[config.mk]
export PLATFORM = sky130hd
export DESIGN_NAME = hilo_muldiv_ctrl
export DESIGN_NICKNAME = d
export VERILOG_FILES = /design/src/rtl/hilo_muldiv_ctrl.sv
export SDC_FILE = /design/constraint.sdc
export NUM_CORES = 1
export LEC_CHECK = 0
export ABC_CLOCK_PERIOD_IN_PS = 24900
export CORE_AREA = 2 2 211 213
export DETAILED_ROUTE_END_ITERATION = 8
export DIE_AREA = 0 0 213 215
export PLACE_DENSITY = 0.59
export SETUP_SLACK_MARGIN = 0.02
export SLEW_MARGIN = 40
export SYNTH_ARGS = -nofsm -noshare
export SYNTH_HDL_FRONTEND = slang
export SYNTH_SLANG_ARGS = --single-unit
[constraint.sdc]
create_clock -name clk -period 24.9 [get_ports clk]
set_input_delay 4.98 -clock clk [delete_from_list [all_inputs] [get_ports clk]]
set_output_delay 4.98 -clock clk [all_outputs]
set_load 0.03 [all_outputs]
[src/rtl/hilo_muldiv_ctrl.sv]
// hilo_muldiv_ctrl
// Sequencer and owner of the HI/LO register pair for the EXE stage.
// Runs one MULT/MULTU/DIV/DIVU/MTHI/MTLO command at a time. Multiplies use
// radix-2 shift-add and divides use restoring division, one step per cycle
// for WIDTH cycles. Signed operations are done on magnitudes and the signs
// are fixed up in a final FIX cycle.
//
// Ports:
//   clk    - clock
//   reset  - asynchronous, active-high reset
//   start  - command valid, sampled only while idle
//   op     - 0=MULT 1=MULTU 2=DIV 3=DIVU 4=MTHI 5=MTLO, others ignored
//   src1   - multiplicand / dividend / MTHI-MTLO data
//   src2   - multiplier / divisor
//   cancel - pipeline flush; aborts the command without touching HI/LO
//   busy   - high whenever a command is in flight (any state but IDLE)
//   over   - one-cycle pulse: command finished and HI/LO updated
//   hi, lo - HI and LO registers
module hilo_muldiv_ctrl #(
  parameter int WIDTH = 32
) (
  input  logic             clk,
  input  logic             reset,
  input  logic             start,
  input  logic [2:0]       op,
  input  logic [WIDTH-1:0] src1,
  input  logic [WIDTH-1:0] src2,
  input  logic             cancel,
  output logic             busy,
  output logic             over,
  output logic [WIDTH-1:0] hi,
  output logic [WIDTH-1:0] lo
);

  localparam int CW = (WIDTH > 1) ? $clog2(WIDTH) : 1;

  localparam logic [2:0] OP_MULT  = 3'd0;
  localparam logic [2:0] OP_MULTU = 3'd1;
  localparam logic [2:0] OP_DIV   = 3'd2;
  localparam logic [2:0] OP_DIVU  = 3'd3;
  localparam logic [2:0] OP_MTHI  = 3'd4;
  localparam logic [2:0] OP_MTLO  = 3'd5;

  typedef enum logic [2:0] {IDLE, PREP, CALC, FIX, DONE} state_t;

  state_t             state, state_n;
  logic [2:0]         op_q;
  logic [WIDTH-1:0]   src1_q, src2_q;
  logic [WIDTH-1:0]   opnd;
  logic [2*WIDTH-1:0] acc;
  logic [CW-1:0]      counter;
  logic               sign_q, sign_r;

  logic               in_valid, in_mt, accept;
  logic               q_is_div, q_is_signed;
  logic               s1_neg, s2_neg;
  logic [WIDTH-1:0]   abs1, abs2;
  logic [WIDTH:0]     mul_sum;
  logic [2*WIDTH-1:0] mul_step;
  logic [WIDTH:0]     div_trial;
  logic [2*WIDTH-1:0] div_step;
  logic [2*WIDTH-1:0] product_n;
  logic [WIDTH-1:0]   quot_n, rem_n;
  logic [WIDTH-1:0]   fix_hi, fix_lo;

  // Command decode: incoming op for acceptance, latched op for the datapath.
  assign in_valid    = (op <= OP_MTLO);
  assign in_mt       = (op == OP_MTHI) || (op == OP_MTLO);
  assign accept      = start && !cancel && in_valid;
  assign q_is_div    = (op_q == OP_DIV) || (op_q == OP_DIVU);
  assign q_is_signed = (op_q == OP_MULT) || (op_q == OP_DIV);

  // Magnitudes for signed ops; 0x80..0 maps to itself, which is the right
  // unsigned magnitude.
  assign s1_neg = q_is_signed && src1_q[WIDTH-1];
  assign s2_neg = q_is_signed && src2_q[WIDTH-1];
  assign abs1   = s1_neg ? -src1_q : src1_q;
  assign abs2   = s2_neg ? -src2_q : src2_q;

  // Shift-add step: acc holds {partial product, remaining multiplier bits}.
  // The carry out of the add becomes the new top bit after the shift.
  assign mul_sum  = {1'b0, acc[2*WIDTH-1:WIDTH]} + (acc[0] ? {1'b0, opnd} : '0);
  assign mul_step = {mul_sum, acc[WIDTH-1:1]};

  // Restoring step: acc holds {partial remainder, dividend/quotient bits}.
  // A borrow shows up in the extra top bit of the trial subtraction.
  assign div_trial = {acc[2*WIDTH-1:WIDTH], acc[WIDTH-1]} - {1'b0, opnd};
  assign div_step  = div_trial[WIDTH] ? {acc[2*WIDTH-2:0], 1'b0}
                                      : {div_trial[WIDTH-1:0], acc[WIDTH-2:0], 1'b1};

  // Sign fix-up; sign flags are cleared for unsigned ops so these pass through.
  assign product_n = sign_q ? -acc : acc;
  assign quot_n    = sign_q ? -acc[WIDTH-1:0] : acc[WIDTH-1:0];
  assign rem_n     = sign_r ? -acc[2*WIDTH-1:WIDTH] : acc[2*WIDTH-1:WIDTH];
  assign fix_hi    = q_is_div ? rem_n  : product_n[2*WIDTH-1:WIDTH];
  assign fix_lo    = q_is_div ? quot_n : product_n[WIDTH-1:0];

  assign busy = (state != IDLE);
  assign over = (state == DONE);

  always_ff @(posedge clk or posedge reset) begin
    if (reset) state <= IDLE;
    else       state <= state_n;
  end

  // Next-state logic. cancel overrides everything once a command is in
  // flight, and also drops a command offered in the same cycle while idle.
  always_comb begin
    state_n = state;
    case (state)
      IDLE: if (accept) state_n = in_mt ? DONE : PREP;
      PREP: state_n = (q_is_div && (src2_q == '0)) ? DONE : CALC;
      CALC: if (counter == CW'(WIDTH - 1)) state_n = FIX;
      FIX:  state_n = DONE;
      DONE: state_n = IDLE;
      default: state_n = IDLE;
    endcase
    if (cancel && (state != IDLE)) state_n = IDLE;
  end

  // Datapath. Only the HI/LO writes are gated by cancel; scratch registers
  // may update freely because an aborted command never reaches FIX.
  always_ff @(posedge clk or posedge reset) begin
    if (reset) begin
      op_q    <= '0;
      src1_q  <= '0;
      src2_q  <= '0;
      opnd    <= '0;
      acc     <= '0;
      counter <= '0;
      sign_q  <= 1'b0;
      sign_r  <= 1'b0;
      hi      <= '0;
      lo      <= '0;
    end else begin
      case (state)
        IDLE: begin
          if (accept) begin
            op_q   <= op;
            src1_q <= src1;
            src2_q <= src2;
            if (op == OP_MTHI) hi <= src1;
            if (op == OP_MTLO) lo <= src1;
          end
        end
        PREP: begin
          sign_q  <= s1_neg ^ s2_neg;
          sign_r  <= s1_neg;
          counter <= '0;
          acc     <= {{WIDTH{1'b0}}, (q_is_div ? abs1 : abs2)};
          opnd    <= q_is_div ? abs2 : abs1;
        end
        CALC: begin
          counter <= counter + 1'b1;
          acc     <= q_is_div ? div_step : mul_step;
        end
        FIX: begin
          if (!cancel) begin
            hi <= fix_hi;
            lo <= fix_lo;
          end
        end
        default: ;
      endcase
    end
  end

endmodule

# Yosys cells after proc, flatten, opt, wreduce, memory -nomap -nowiden
# Index checks and enable logic that the tools add are counted.
# word_totals
ff_bits	237
in_bits	71
out_inout_bits	66
wordCells	84
# op_classes
addsub	8
order_cmp	1
eq_ne	15
mux	28
n_bitwise	1
n_reduce_logical	20
# ops
operator	n
$mux 32	15
$mux 64	3
$neg 32->32	4
$pmux 32 s2	2
$pmux 64 s2	1
$neg 64->64	1
$add 32x32->33	1
$sub 33x32->33	1
$logic_not 32->1	1
$mux 3	5
$eq 3x2->1 const B	4
$pmux 3 s4	1
$pmux 5 s2	1
$eq 3x3->1 const B	3
$ne 2x2->1 const B	4
$reduce_and 4->1	2
$logic_and 1x1->1	6
$logic_not 3->1	2
$ne 3x3->1 const B	2
$add 5x1->5 const B	1
$eq 5x5->1 const B	1
$reduce_and 2->1	2
$reduce_bool 2->1	2
$eq 3x1->1 const B	1
5 further kinds	7

# Longest topological paths before layout
# logic_depth
ltp_word	6
depth_mapped	15
depth_no_buf	13

# Least setup slack after synthesis
# OpenSTA, ideal clock, no wires.
# synth_path
path_kind	in2reg
from	in start
to	reg hi[1]
setup_time_ns	0.135
t_arrival_ns	6.629
required_ns	24.765
setup_slack_ns	18.137
stages	9
n_path_buf	2
cell_sequence	inv_1 > a211oi_1 > nand2_1 > nor3_1 > nor2_1 > clkbuf_1 > clkbuf_1 > a22oi_1 > o21ai_0
# synth_via
elab_chain_cells	4
# synth_rtl
element	line_no	rtl
start: declaration	24	input logic start,
$logic_and 1x1->1 (2 in series)	69	assign accept = start && !cancel && in_valid;
$ne 2x2->1 (no line)	--	
$reduce_and 4->1 (no line)	--	
end signal: assignment	142	if (op == OP_MTHI) hi <= src1;
end signal: assignment	159	hi <= fix_hi;
end: declaration	31	output logic [WIDTH-1:0] hi,
# Every way passes these cells.
# A chain may end at the register's enable or synchronous reset.

# Worst setup path in the final report
# layout_path
from	in cancel
to	reg hi[19]
# layout_via
elab_chain_cells	5
elab_cells_between_ends	6
classes_between	eq/ne (2); reduce/logical (4)
# layout_rtl
element	line_no	rtl
start: declaration	28	input logic cancel,
$logic_not 1->1	--	
$logic_and 1x1->1 (2 in series)	69	
$ne 2x2->1 (no line)	--	
$reduce_and 4->1 (no line) *	--	
# Mark *: on every way between the ends. The rest lies on a longest branch, timed or not.

==> metrics.csv <==
metric,value,unit
initial antenna violation count,0,
setup bufs post-CTS,0,
Peak supply drop,0.0707,mV
final hold vios,0,
ANT nets after route,0,
outcome,completed,
mapped cell area,17200,sq um
diode count,0,
"Design Area, Final",20100,sq um
Final TNS setup,0,ns
unrepaired setup endpoints after global routing,no,
cts bufs inserted,27,
IO Pins,137,
filler instances,4325,
# port buffers,136,
initial drt markers,1595,
LEAKAGE,8.52,nW
ratio of cells with drive above 1 in the final layout,8.40,%
Clock Latency Late Sink,0.58,ns
gr ovfl total,0,
post-CTS sizing,0,
Final Setup Violations,0,
clock tree buffer depth,3,
DIE HEIGHT,215,um
Design Power,2.89,mW
"Avg Cell Area, Syn",8.33,sq um
CTS tree,built,
Rel. slew slack,44.8,%
Total GRT Usage,26.4,%
CP Data Arrival Time,7.95,ns
Final Cycle Share,30.0,%
"FF+latch count, synth",237,
htree depth,1,
DIE AREA,45800,sq um
root buf cell,clkbuf_16,
area used by multi-input combinational logic,10600,sq um
Critical Path Fanout Max,37,
maximum clock rate,134,MHz
drt pass-1 iters,6,
CP startpoint kind,primary input,
DP Wirelength,46000,um
Hold WS,0.481,ns
CP Class,in -> reg,
Initial Util,39.4,%
first-pass GRT wire length,92800,um
hold buffers post-CTS,0,
Yosys cell types,75,
DR WL/cell,22.3,um
clk slew on worst S/H paths,0.07,ns
Final min period,7.48,ns
# rows,77,
gpl congestion,0.961,
Mapped Nets,2208,
pin count of the biggest net entering global routing,113,
worst slew pin tran,0.827,ns
CP endpoint kind,flip-flop,
vias per cell,5.89,
placed cell areas,19000,sq um
Pwr Density,144,nW/um^2
register area,5930,sq um
vias in the first global route,15000,
DRC viols,0,
ys flop type,dfrtp_1,
die width,213,um
Area Growth Syn to Fin,16.8,%
register area share after synthesis,34.5,%
Slew Limit Fails,0,
DR vias,16100,
Core Area,43600,sq um
clk sink count,237,
Post-Syn Instances,2065,
Nets,2265,
class of the worst hold path,reg -> reg,
Post-synth EDFFs,0,
ys async rst share,100,%
final WL,60900,um
critical path required time,25.37,ns
Syn. warnings,0,
clk_skew,0.0273,ns
Max-Cap Viols,0,
-- final timing paths --
kind,depth (start not counted),from,end,slack (ns)
max reg2reg,12,acc[0],acc[62],20.55
min,2,hi[27],hi[27],0.48
max in group asynchronous,4,reset,src2_q[31],18.54
min in group asynchronous,2,reset,lo[22],4.91
max,8,cancel,hi[19],17.42
min reg2reg,2,hi[27],hi[27],0.48
-- registers in the layout, summed over array words and instances (netlist names), 3 cells and up --
signal	count
op_q	3
hi	32
lo	32
src1_q	32
acc	64
opnd	32
state	3
counter	5
src2_q	32
-- area by class of cell --
cell class	instances	area share (%)
multi-input cells	1641	52.9
flip-flops and latches	237	29.5
repair buffers	158	7.72
clock buffers	34	3.79
well taps	592	3.69
clock inverters	16	1.29
inverters	57	1.13
-- worst max-delay path, cell delays in order --
cell             delay (ns)
clkdlybuf4s50_1        0.49
a211oi_1               0.31
nand2_2                0.50
buf_4                  0.48
or3_1                  0.45
nand2_1                0.38
nor2_1                 0.09
a221oi_1               0.21
-- cell usage after synthesis, types with 5 or more instances --
| library cell | n | area [sq um] |
|---|---|---|
| nand2_1 | 251 | 942 |
| dfrtp_1 | 237 | 5930 |
| o21ai_0 | 208 | 1040 |
| nor2_1 | 172 | 646 |
| a21oi_1 | 165 | 826 |
| clkbuf_1 | 107 | 402 |
| xnor2_1 | 95 | 832 |
| xor2_1 | 75 | 657 |
| ha_1 | 70 | 876 |
| mux2_2 | 68 | 766 |
| inv_1 | 57 | 214 |
| nor3_1 | 39 | 195 |
| a211oi_1 | 36 | 270 |
| a21o_1 | 36 | 270 |
| a31oi_1 | 35 | 219 |
| o211ai_1 | 35 | 263 |
| nand3_1 | 29 | 145 |
| mux2i_1 | 27 | 270 |
| o31ai_1 | 26 | 195 |
| and2_1 | 21 | 131 |
| buf_1 | 17 | 63.8 |
| a22oi_1 | 16 | 120 |
| and3_1 | 16 | 100 |
| nand2b_1 | 16 | 100 |
| nor4_1 | 16 | 100 |
| nand4_1 | 13 | 81.3 |
| or4_1 | 13 | 97.6 |
| nor2b_1 | 11 | 68.8 |
| o41ai_1 | 11 | 96.3 |
| or3_1 | 11 | 68.8 |
| a21boi_0 | 9 | 67.6 |
| o22ai_1 | 9 | 56.3 |
| o21a_1 | 8 | 60.1 |
| a32oi_1 | 6 | 52.6 |
| o221ai_1 | 6 | 52.6 |
| a221o_1 | 5 | 50.1 |
| a221oi_1 | 5 | 43.8 |
| a311oi_1 | 5 | 43.8 |
| nand3b_1 | 5 | 37.5 |
| nor3b_1 | 5 | 37.5 |
-- cells in the final DEF (no fill, tap or decap), types with 8 or more instances in the layout --
master / count
nand2_1: 250
dfrtp_1: 237
o21ai_0: 208
nor2_1: 168
a21oi_1: 164
clkdlybuf4s50_1: 136
xnor2_1: 94
xor2_1: 75
ha_1: 70
mux2_2: 68
inv_1: 55
nor3_1: 39
a211oi_1: 36
a21o_1: 36
a31oi_1: 35
o211ai_1: 35
nand3_1: 29
mux2i_1: 27
clkbuf_16: 27
o31ai_1: 26
and2_1: 21
buf_4: 20
and3_1: 16
a22oi_1: 16
nand2b_1: 15
nor4_1: 15
or4_1: 13
nand4_1: 13
or3_1: 11
o41ai_1: 11
nor2b_1: 10
a21boi_0: 9
o22ai_1: 9
o21a_1: 8
-- per-stage QoR --
stage,instances,worst slack [ns],util [%]
after detailed placement,2684,16.82,43.6
after CTS,2734,17.44,45.9
after global routing,2735,17.18,46.0
final,2735,17.42,46.0
after floorplan,2065,13.42,-
after global placement,2684,16.87,43.6
-- report_power, final --
group          total (mW)  internal, mW  switching (mW)
Sequential          0.775         0.546           0.230
Clock               0.461         0.280           0.181
Combinational        1.65         0.642            1.01
Total                2.89          1.47            1.42
-- layer usage --
metal  wire length [um]  share of wire, %  global-route usage (%)  up-vias
li1                   -                 -                       -     7562
met1              28200                46                    39.2     7876
met2              27100                44                    40.1      598
met3               4030               6.6                    3.95       76
met4               1610               2.6                    6.60        0
met5                  0                 0                       0        -
-- kinds of logic after synthesis --
family,Yosys count,synth area share (%)
buffers and inverters,187,4.20
and+or+nand+nor,643,17.4
muxes,97,6.29
DFF,237,34.5
AOI/OAI and AO/OA,659,23.7
xor gates and xnor gates,170,8.66
adders and majority gates,72,5.33
No activity file was read; power rests on OpenSTA's default activity.
